--- config.mk ---
export PLATFORM = sky130hd
export DESIGN_NAME = sound_sequencer
export DESIGN_NICKNAME = d
export VERILOG_FILES = /design/src/rtl/sound_pkg.sv /design/src/rtl/sound_sequencer_tick_counter.sv /design/src/rtl/sound_sequencer.sv
export SDC_FILE = /design/constraint.sdc
export NUM_CORES = 1
export LEC_CHECK = 0
export CORE_ASPECT_RATIO = 0.7
export CORE_MARGIN = 10
export CORE_UTILIZATION = 40
export CTS_CLUSTER_DIAMETER = 50
export DETAILED_ROUTE_END_ITERATION = 12
export GPL_TIMING_DRIVEN = 0
export PLACE_DENSITY = 0.58
export REMOVE_ABC_BUFFERS = 1
export SLEW_MARGIN = 20
export SYNTH_ARGS = -nofsm -noshare
export SYNTH_HDL_FRONTEND = slang
export SYNTH_SLANG_ARGS = --single-unit
--- constraint.sdc ---
create_clock -name clk -period 2.6 [get_ports clk]
set_input_delay 0.39 -clock clk [delete_from_list [all_inputs] [get_ports clk]]
set_output_delay 0.39 -clock clk [all_outputs]
set_load 0.02 [all_outputs]
--- src/rtl/sound_pkg.sv ---
// Shared types and constants for the sound sequencer.
//   state_t    - sequencer FSM states
//   melody_t   - which melody is selected or playing
//   F_*        - tone frequencies in Hz, as driven to the tone generator
//   melody_last(), melody_note() - per-melody length and note tables
package sound_pkg;

    localparam int CNT_W  = 26;
    localparam int FREQ_W = 10;

    typedef enum logic [1:0] {
        S_IDLE,
        S_PLAY,
        S_GAP,
        S_DONE
    } state_t;

    typedef enum logic [1:0] {
        MEL_NONE,
        MEL_LOSE,
        MEL_WIN,
        MEL_GATE
    } melody_t;

    localparam logic [FREQ_W-1:0] F_500 = 10'd500;
    localparam logic [FREQ_W-1:0] F_650 = 10'd650;
    localparam logic [FREQ_W-1:0] F_700 = 10'd700;
    localparam logic [FREQ_W-1:0] F_800 = 10'd800;
    localparam logic [FREQ_W-1:0] F_950 = 10'd950;

    // Index of the final note of each melody.
    function automatic logic [1:0] melody_last(input melody_t m);
        case (m)
            MEL_LOSE: return 2'd2;
            MEL_WIN:  return 2'd3;
            default:  return 2'd0;
        endcase
    endfunction

    function automatic logic [FREQ_W-1:0] melody_note(input melody_t m, input logic [1:0] idx);
        case (m)
            MEL_LOSE: begin
                case (idx)
                    2'd0:    return F_950;
                    2'd1:    return F_700;
                    default: return F_500;
                endcase
            end
            MEL_WIN: begin
                case (idx)
                    2'd0:    return F_500;
                    2'd1:    return F_650;
                    2'd2:    return F_800;
                    default: return F_950;
                endcase
            end
            MEL_GATE: return F_800;
            default:  return '0;
        endcase
    endfunction

endpackage

--- src/rtl/sound_sequencer_tick_counter.sv ---
// tick_counter: loadable down-counter that stops at zero.
//   clk, resetN - clock, asynchronous active-low reset
//   load        - load load_value this cycle (takes priority over counting)
//   load_value  - value to load
//   expired     - high while the count is zero
module tick_counter
    import sound_pkg::*;
(
    input  logic             clk,
    input  logic             resetN,
    input  logic             load,
    input  logic [CNT_W-1:0] load_value,
    output logic             expired
);

    logic [CNT_W-1:0] count;

    // NOTE: asynchronous reset belongs in the sensitivity list; sequential
    // state is always written with non-blocking assignments.
    always_ff @(posedge clk or negedge resetN) begin
        if (!resetN) begin
            count <= '0;
        end else if (load) begin
            count <= load_value;
        end else if (count != '0) begin
            count <= count - 1'b1;
        end
    end

    assign expired = (count == '0);

endmodule

--- src/rtl/sound_sequencer.sv ---
// sound_sequencer: plays short fixed melodies on request.
//   clk, resetN      - 50 MHz clock, asynchronous active-low reset
//   lose_req         - level-lost melody request (950/700/500 Hz)
//   win_req          - level-won melody request (500/650/800/950 Hz)
//   gate_req         - frog-took-gate melody request (800 Hz)
//   sound_freq_out   - tone frequency in Hz, 0 when idle
//   enable_sound     - tone generator enable, high while a note sounds
//   busy             - high whenever not idle
//   done             - one-cycle pulse when a melody ends or is preempted
// Every output is decoded from registers only.
module sound_sequencer
    import sound_pkg::*;
#(
    parameter int unsigned NOTE_TICKS = 12500000,
    parameter int unsigned GAP_TICKS  = 2500000
) (
    input  logic              clk,
    input  logic              resetN,
    input  logic              lose_req,
    input  logic              win_req,
    input  logic              gate_req,
    output logic [FREQ_W-1:0] sound_freq_out,
    output logic              enable_sound,
    output logic              busy,
    output logic              done
);

    localparam logic [CNT_W-1:0] NOTE_LOAD = CNT_W'(NOTE_TICKS - 1);
    localparam logic [CNT_W-1:0] GAP_LOAD  = CNT_W'(GAP_TICKS - 1);

    state_t     state, state_n;
    melody_t    cur_mel, mel_n, sel;
    logic [1:0] note_idx, idx_n;
    logic       pend_lose, pend_win, pend_gate;
    logic       clr_lose, clr_win, clr_gate;
    logic       preempted, preempt_n;
    logic       cnt_load, cnt_expired;
    logic [CNT_W-1:0] cnt_val;
    logic       abort_gate, can_start;

    tick_counter u_tick (
        .clk        (clk),
        .resetN     (resetN),
        .load       (cnt_load),
        .load_value (cnt_val),
        .expired    (cnt_expired)
    );

    // Highest-priority melody among pending flags and live requests.
    always_comb begin
        if (pend_lose || lose_req)      sel = MEL_LOSE;
        else if (pend_win || win_req)   sel = MEL_WIN;
        else if (pend_gate || gate_req) sel = MEL_GATE;
        else                            sel = MEL_NONE;
    end

    // Only GATE can be interrupted, and only by LOSE or WIN.
    assign abort_gate = (cur_mel == MEL_GATE) && (lose_req || win_req);
    // A preempted GATE hands over straight from DONE, skipping IDLE.
    assign can_start  = (state == S_IDLE) || ((state == S_DONE) && preempted);

    // NOTE: every signal driven here gets a default first, so no path
    // through the case can leave one unassigned and infer a latch.
    always_comb begin
        state_n   = state;
        mel_n     = cur_mel;
        idx_n     = note_idx;
        preempt_n = preempted;
        cnt_load  = 1'b0;
        cnt_val   = '0;
        clr_lose  = 1'b0;
        clr_win   = 1'b0;
        clr_gate  = 1'b0;

        case (state)
            S_IDLE: ;
            S_PLAY: begin
                if (abort_gate) begin
                    state_n   = S_DONE;
                    clr_gate  = 1'b1;
                    preempt_n = 1'b1;
                end else if (cnt_expired) begin
                    if (note_idx == melody_last(cur_mel)) begin
                        state_n = S_DONE;
                    end else begin
                        state_n  = S_GAP;
                        cnt_load = 1'b1;
                        cnt_val  = GAP_LOAD;
                    end
                end
            end
            S_GAP: begin
                if (abort_gate) begin
                    state_n   = S_DONE;
                    clr_gate  = 1'b1;
                    preempt_n = 1'b1;
                end else if (cnt_expired) begin
                    state_n  = S_PLAY;
                    idx_n    = note_idx + 2'd1;
                    cnt_load = 1'b1;
                    cnt_val  = NOTE_LOAD;
                end
            end
            S_DONE: begin
                state_n   = S_IDLE;
                mel_n     = MEL_NONE;
                preempt_n = 1'b0;
            end
            default: state_n = S_IDLE;
        endcase

        if (can_start && (sel != MEL_NONE)) begin
            state_n   = S_PLAY;
            mel_n     = sel;
            idx_n     = 2'd0;
            preempt_n = 1'b0;
            cnt_load  = 1'b1;
            cnt_val   = NOTE_LOAD;
            case (sel)
                MEL_LOSE: clr_lose = 1'b1;
                MEL_WIN:  clr_win  = 1'b1;
                default:  clr_gate = 1'b1;
            endcase
        end
    end

    always_ff @(posedge clk or negedge resetN) begin
        if (!resetN) begin
            state     <= S_IDLE;
            cur_mel   <= MEL_NONE;
            note_idx  <= 2'd0;
            preempted <= 1'b0;
            pend_lose <= 1'b0;
            pend_win  <= 1'b0;
            pend_gate <= 1'b0;
        end else begin
            state     <= state_n;
            cur_mel   <= mel_n;
            note_idx  <= idx_n;
            preempted <= preempt_n;
            // Clearing on the selection edge wins over a request still held.
            pend_lose <= clr_lose ? 1'b0 : (pend_lose | lose_req);
            pend_win  <= clr_win  ? 1'b0 : (pend_win  | win_req);
            pend_gate <= clr_gate ? 1'b0 : (pend_gate | gate_req);
        end
    end

    assign busy           = (state != S_IDLE);
    assign done           = (state == S_DONE);
    assign enable_sound   = (state == S_PLAY);
    assign sound_freq_out = ((state == S_PLAY) || (state == S_GAP))
                            ? melody_note(cur_mel, note_idx) : '0;

endmodule

==> flow_summary.yaml, run 1 <==
run_status:
  status: "finished clean"
cts:
  cts-htree-levels: 2
  cts_buffers: 5
  cts_tree: "done"
  cts_sinks: 36
  root_buffer: "clkbuf_8"
  path_clk_slew_ps: 80
  clk_latency_ps: 300
  clockBufferDepth: 2
worst_setup_path:
  r2r-end: "state[0]"
  r2r_slack_ps: 130
  worstPathRequired_ps: 2770
  path_max_fanout: 14
  rr_startpoint: "u_tick.count[17]"
  slowest_stage: "clkdlybuf4s50_1"
  critical_path_class: "in2reg"
  cp-start-kind: "input pin"
  path_cells: "clkdlybuf4s50_1 -> o31a_1 -> ha_1 -> or2_2 -> a21o_1 -> and4_1 -> o32a_1"
  cp-end-kind: "register"
  reg2reg_depth: 5
  max_stage_delay_ps: 470
  arrival_ps: 2680
finish:
  synthToLayoutAreaGrowth_pct: 16.3
  drive_gt1_frac: 0.117
  stdcell_area_um2: 2940
  antennaDiodeCount: 0
  final_cells: 376
  final_nets: 321
route:
  drtPass1Iterations: 4
  via_per_inst: 5.60
  drtAntennaViolNets: 0
  drc_errors: 0
  routed-via-count: 2106
  wire_per_inst_um: 17.4
  drt_iter0_drc: 112
  drt_wl_total_mm: 6.53
synth:
  ys_seq_elements: 36
  ys_seq_area_frac: 0.357
  synth-async-reset-ratio: 1.00
  postSynthAreaPerCell_um2: 9.09
  yosysWarningCount: 0
  ys.flop_type: "dfrtp_1"
  synth.cell_area_um2: 2530
  synth-edff-count: 0
  synthCells: 278
  synth_cell_types: 56
place:
  gp_congestion: 0.862
  dp_cells: 364
  io_buffers: 16
  place_ws_ps: -422
  dp_hpwl_mm: 4.83
  place_area_um2: 2750
floorplanning:
  dieHeight_um: 86.5
  die_w_um: 115
  initial_core_util: 0.408
  io_pins: 18
  fp.coreArea_um2: 6190
  dieArea_um2: 9950
  num_rows: 24
job:
  drv_cap: 0
sta:
  holdWs_ps: 464
  fin_skew_ps: 10.9
  grt_setup_unrepaired: "no"
  setup_viol_count_final: 0
  fin_crit_sh: 0.964
  timing.fmax_ghz: 0.399
  drv_slew: 0
  max_slew.worst_pin.slew_ps: 677
  min_period_ps: 2510
  hold_viol: 0
  relSlewSlack: 0.546
  setup_slack_ps: 92.9
power_and_ir_drop:
  p_leak_nw: 1.17
  p_per_area_nw_per_um2: 395
  irDropWorstVdd_v: 0.000214
global_route:
  grt_max_degree: 30
  antenna_found_initial: 0
  grt_pass1_vias: 2068
  grt_pass1_wl_mm: 10.7
  overflow: 0
  grt_usage: 0.134
min_path:
  hold_class: "in2async"
-- how the worst max path moves through the flow --
| stage | slack, ps | start | to | cells after the start |
|---|---|---|---|---|
| global placement | -460 | lose_req | u_tick.count[3] | 7 |
| detailed placement | -420 | lose_req | u_tick.count[3] | 7 |
| global route | 30 | win_req | state[0] | 7 |
| finish | 90 | win_req | state[0] | 7 |
| CTS | 6 | cur_mel[0] | sound_freq_out[4] | 6 |
| floorplan | 320 | u_tick.count[17] | state[0] | 5 |
-- report_power, final --
group	switching, mW	total, mW	leakage [nW]	internal [mW]
Sequential	0.0357	0.616	0.390	0.581
Clock	0.216	0.428	0.0510	0.212
Combinational	0.0616	0.117	0.730	0.0552
-- repair_timing --
item | in CTS | in global routing
gates cloned | 0 | 0
endpoints found under the setup margin | 32 | 27
gates resized for setup | 10 | 13
setup buffers | 3 | 0
hold endpoints to repair | 7 | 0
pin swaps | 1 | 1
hold buffers | 1 | 0
-- layout by cell type (no fill, tap or decap), types with 4 or more instances in the layout --
cell type,synthesis,final
a21oi_1,21,21
inv_1,12,12
nand2b_1,4,4
ha_1,19,17
nor2_1,20,20
nand3_1,13,12
or3_1,6,6
o211ai_1,4,4
dlymetal6s2s_1,0,5
o31ai_1,5,5
clkbuf_8,0,6
nor3_1,10,9
and2_1,6,5
xor2_1,4,4
dfrtp_1,36,34
or4_1,9,9
clkdlybuf4s50_1,0,7
xnor2_1,9,9
o21ai_0,13,12
mux2i_1,4,4
nand2_1,24,24
-- sequential cells by signal, summed over array words and instances, names as in the netlist --
signal        count
u_tick.count     26
cur_mel           2
note_idx          2
state             2
pend_gate         1
pend_lose         1
pend_win          1
preempted         1
-- synth_stat cells, types with 2 or more instances --
cell / number / area (um^2)
nor3_1: 10 / 50.1
nor4_4: 3 / 63.8
o21a_1: 3 / 22.5
nand2_1: 24 / 90.1
or3_1: 6 / 37.5
xnor2_1: 9 / 78.8
and2_1: 6 / 37.5
nor2b_1: 2 / 12.5
and4_1: 2 / 17.5
ha_1: 19 / 238
inv_1: 12 / 45.0
nand4_1: 3 / 18.8
xor2_1: 4 / 35.0
a31oi_1: 3 / 18.8
clkbuf_1: 5 / 18.8
o31ai_1: 5 / 37.5
mux2i_1: 4 / 40.0
or4_1: 9 / 67.6
buf_4: 2 / 15.0
and3_1: 2 / 12.5
nor4_2: 2 / 25.0
nand2b_1: 4 / 25.0
nor4_1: 2 / 12.5
nor2_1: 20 / 75.1
o21ai_0: 13 / 65.1
nand3_1: 13 / 65.1
nand3b_1: 2 / 15.0
nor3b_1: 2 / 15.0
o211ai_1: 4 / 30.0
dfrtp_1: 36 / 901
a21oi_1: 21 / 105
a211oi_1: 2 / 15.0
-- metrics by stage --
| stage | total power [mW] | util | setup TNS (ps) |
|---|---|---|---|
| after CTS | 1.17 | 0.469 | 0 |
| after global routing | 1.22 | 0.475 | 0 |
| final | 1.16 | 0.475 | 0 |
| after detailed placement | 0.744 | 0.444 | -6850 |
| after floorplan | 0.687 | - | 0 |
| after global placement | 0.740 | 0.442 | -7540 |
-- per-layer routing --
layer | global-route usage | vias to the layer above | part of all wire
met2 | 0.180 | 37 | 0.41
met1 | 0.204 | 1017 | 0.53
met3 | 0.0290 | 6 | 0.059
met4 | 0.0381 | 0 | 0.0067
met5 | 0 | - | 0
li1 | - | 1046 | -
-- cell families (layout without fill, tap and decap cells) --
logic type      count (synthesis)  in the layout  synth area share
compound gates                 66             66             0.173
xor+xnor                       13             13            0.0451
fa+ha+maj                      19             19            0.0941
buf+inv                        21             41            0.0376
flops                          36             36             0.357
mux                             4              4            0.0159
other cells                     1              1           0.00148
simple gates                  118            118             0.276
-- cell type report --
class / count / area, um^2
Tap cell: 78 / 97.6
Clock inverter: 2 / 10.0
Timing Repair Buffer: 21 / 216
Fill cell: 595 / 3250
Sequential cell: 36 / 903
Multi-Input combinational cell: 221 / 1580
Clock buffer: 6 / 82.6
Inverter: 12 / 45.0
-- worst max-delay path: cells and delay by family --
family,cells,cell delay (ps)
AOI/OAI and AO/OA,3,930
adders and majority gates,1,260
buffers and inverters,1,470
and+or+nand+nor,2,640
No activity file was read; power rests on OpenSTA's default activity.
==> run 2: changes to the inputs <==
--- a/config.mk
+++ b/config.mk
@@ -13,7 +13,6 @@
 export GPL_TIMING_DRIVEN = 0
 export PLACE_DENSITY = 0.58
 export REMOVE_ABC_BUFFERS = 1
-export SLEW_MARGIN = 20
 export SYNTH_ARGS = -nofsm -noshare
 export SYNTH_HDL_FRONTEND = slang
 export SYNTH_SLANG_ARGS = --single-unit
==> flow_summary.yaml, run 2 (synthesized netlist as in run 1, its figures left out) <==
run_status:
  status: "finished clean"
floorplanning:
  io_pins: 18
  initial_core_util: 0.408
  dieArea_um2: 9950
  dieHeight_um: 86.5
  fp.coreArea_um2: 6190
  num_rows: 24
  die_w_um: 115
global_route:
  grt_pass1_wl_mm: 10.7
  antenna_found_initial: 0
  top_usage_layer: "met1"
  grt_max_degree: 37
  grt_usage: 0.133
  grt_pass1_vias: 2099
  use_met3: 0.0311
  use_met2: 0.174
  met1_usage: 0.202
  overflow: 0
worst_setup_path:
  r2r_slack_ps: 110
  cp-end-kind: "register"
  slowest_stage: "clkdlybuf4s50_1"
  critical_path_class: "in2reg"
  path_cells: "clkdlybuf4s50_1 -> o31a_1 -> ha_1 -> or2_1 -> a21o_1 -> and4_1 -> o32a_1"
  max_stage_delay_ps: 460
  path_max_fanout: 14
  cp-start-kind: "input pin"
  worstPathRequired_ps: 2780
  arrival_ps: 2700
finish:
  layout_commonest_cell: "dfrtp_1"
  largest_reg_flops: 26
  stdcell_area_um2: 2900
  final_nets: 319
  antennaDiodeCount: 0
  final_cell_mix: "dfrtp_1 (35), nand2_1 (24), a21oi_1 (21)"
  synthToLayoutAreaGrowth_pct: 14.7
  fill_cells: 590
  multiInputGateArea_um2: 1570
  drive_gt1_frac: 0.101
  seqCellArea_um2: 902
  top_register: "u_tick.count"
route:
  wire_per_inst_um: 17.0
  routed-via-count: 2134
  drt_iter0_drc: 118
  drc_errors: 0
  drtAntennaViolNets: 0
  via_per_inst: 5.71
  drt_wl_total_mm: 6.34
  drtPass1Iterations: 4
cts:
  path_clk_slew_ps: 70
  root_buffer: "clkbuf_8"
  cts_sinks: 36
  clk_latency_ps: 300
  cts-htree-levels: 2
  cts_buffers: 5
  cts_tree: "done"
  clockBufferDepth: 2
  hold_buffers: 0
sta:
  fin_crit_sh: 0.968
  drv_slew: 0
  grt_setup_unrepaired: "no"
  relSlewSlack: 0.461
  setup_viol_count_final: 0
  timing.fmax_ghz: 0.397
  max_slew.worst_pin.slew_ps: 809
  fin_skew_ps: 3.62
  min_period_ps: 2520
  hold_viol: 0
power_and_ir_drop:
  power_mw: 1.15
  p_leak_nw: 1.17
  p_comb_frac: 0.096
  switching_share: 0.265
  seqPwrFrac: 0.534
  intPower_mw: 0.848
  p_sw_mw: 0.305
  p_per_area_nw_per_um2: 398
  irDropWorstVdd_v: 0.000270
  clkPwrFrac: 0.369
place:
  gp_congestion: 0.862
  dp_hpwl_mm: 4.70
  io_buffers: 16
  place_area_um2: 2730
job:
  drv_cap: 0
min_path:
  hold_class: "in2async"
==> run 2: timing repair <==
action,in CTS,in global routing
endpoints found under the setup margin,27,23
endpoints found under the hold margin,0,0
setup buffers,3,0
pin swaps,1,0
resized for setup,9,11
==> run 2: area by class of cell <==
| type | instances | share of cell area |
|---|---|---|
| timing repair buffer | 19 | 0.0656 |
| multi-input combinational | 221 | 0.543 |
| tap | 78 | 0.0337 |
| inverter | 12 | 0.0155 |
| sequential | 36 | 0.311 |
| clock buffer | 8 | 0.0311 |
==> run 2: critical path: cells and delay by family <==
family                     cells  cell delay (ps)
AOI/OAI and AO/OA              3              960
and+or+nand+nor                2              630
buffers and inverters          1              460
adders and majority gates      1              260
==> run 2: worst paths after layout <==
check | cells past startpoint | end | from
max | 7 | state[0] | win_req
min | 1 | preempted | resetN
max reg2reg | 5 | state[0] | u_tick.count[17]
min reg2reg | 2 | pend_lose | pend_lose
max in group asynchronous | 1 | state[0] | resetN
min in group clk | 2 | pend_lose | pend_lose
==> run 2: stage by stage <==
stage	setup slack, ps	utilization	TNS, ps	instances	hold WS, ps
after floorplan	324	-	0	269	94.4
after global placement	-460	0.442	-7540	363	511
after detailed placement	-434	0.441	-7040	363	505
after CTS	23.8	0.464	0	374	212
after global routing	7.05	0.468	0	374	229
final	84.2	0.468	0	374	180
==> run 2: power groups by stage <==
stage | Clock (mW) | Combinational, mW | Sequential, mW
6_report | 0.426 | 0.111 | 0.616
5_1_grt | 0.470 | 0.125 | 0.621
4_1_cts | 0.431 | 0.114 | 0.615
3_5_place_dp | 0 | 0.114 | 0.626
3_3_place_gp | 0 | 0.115 | 0.626
2_1_floorplan | 0 | 0.0688 | 0.618
==> run 2: per-layer routing <==
metal / wire length, um / up-vias
met2: 2500 / 48
met3: 392 / 10
met5: 0 / -
met4: 87 / 0
met1: 3360 / 1024
li1: - / 1052
==> run 3: changes to the inputs <==
--- a/config.mk
+++ b/config.mk
@@ -5,6 +5,7 @@
 export SDC_FILE = /design/constraint.sdc
 export NUM_CORES = 1
 export LEC_CHECK = 0
+export CAP_MARGIN = 20
 export CORE_ASPECT_RATIO = 0.7
 export CORE_MARGIN = 10
 export CORE_UTILIZATION = 40
==> results of run 3 <==
Final layout, timing and power as in run 2 (identical DEF).
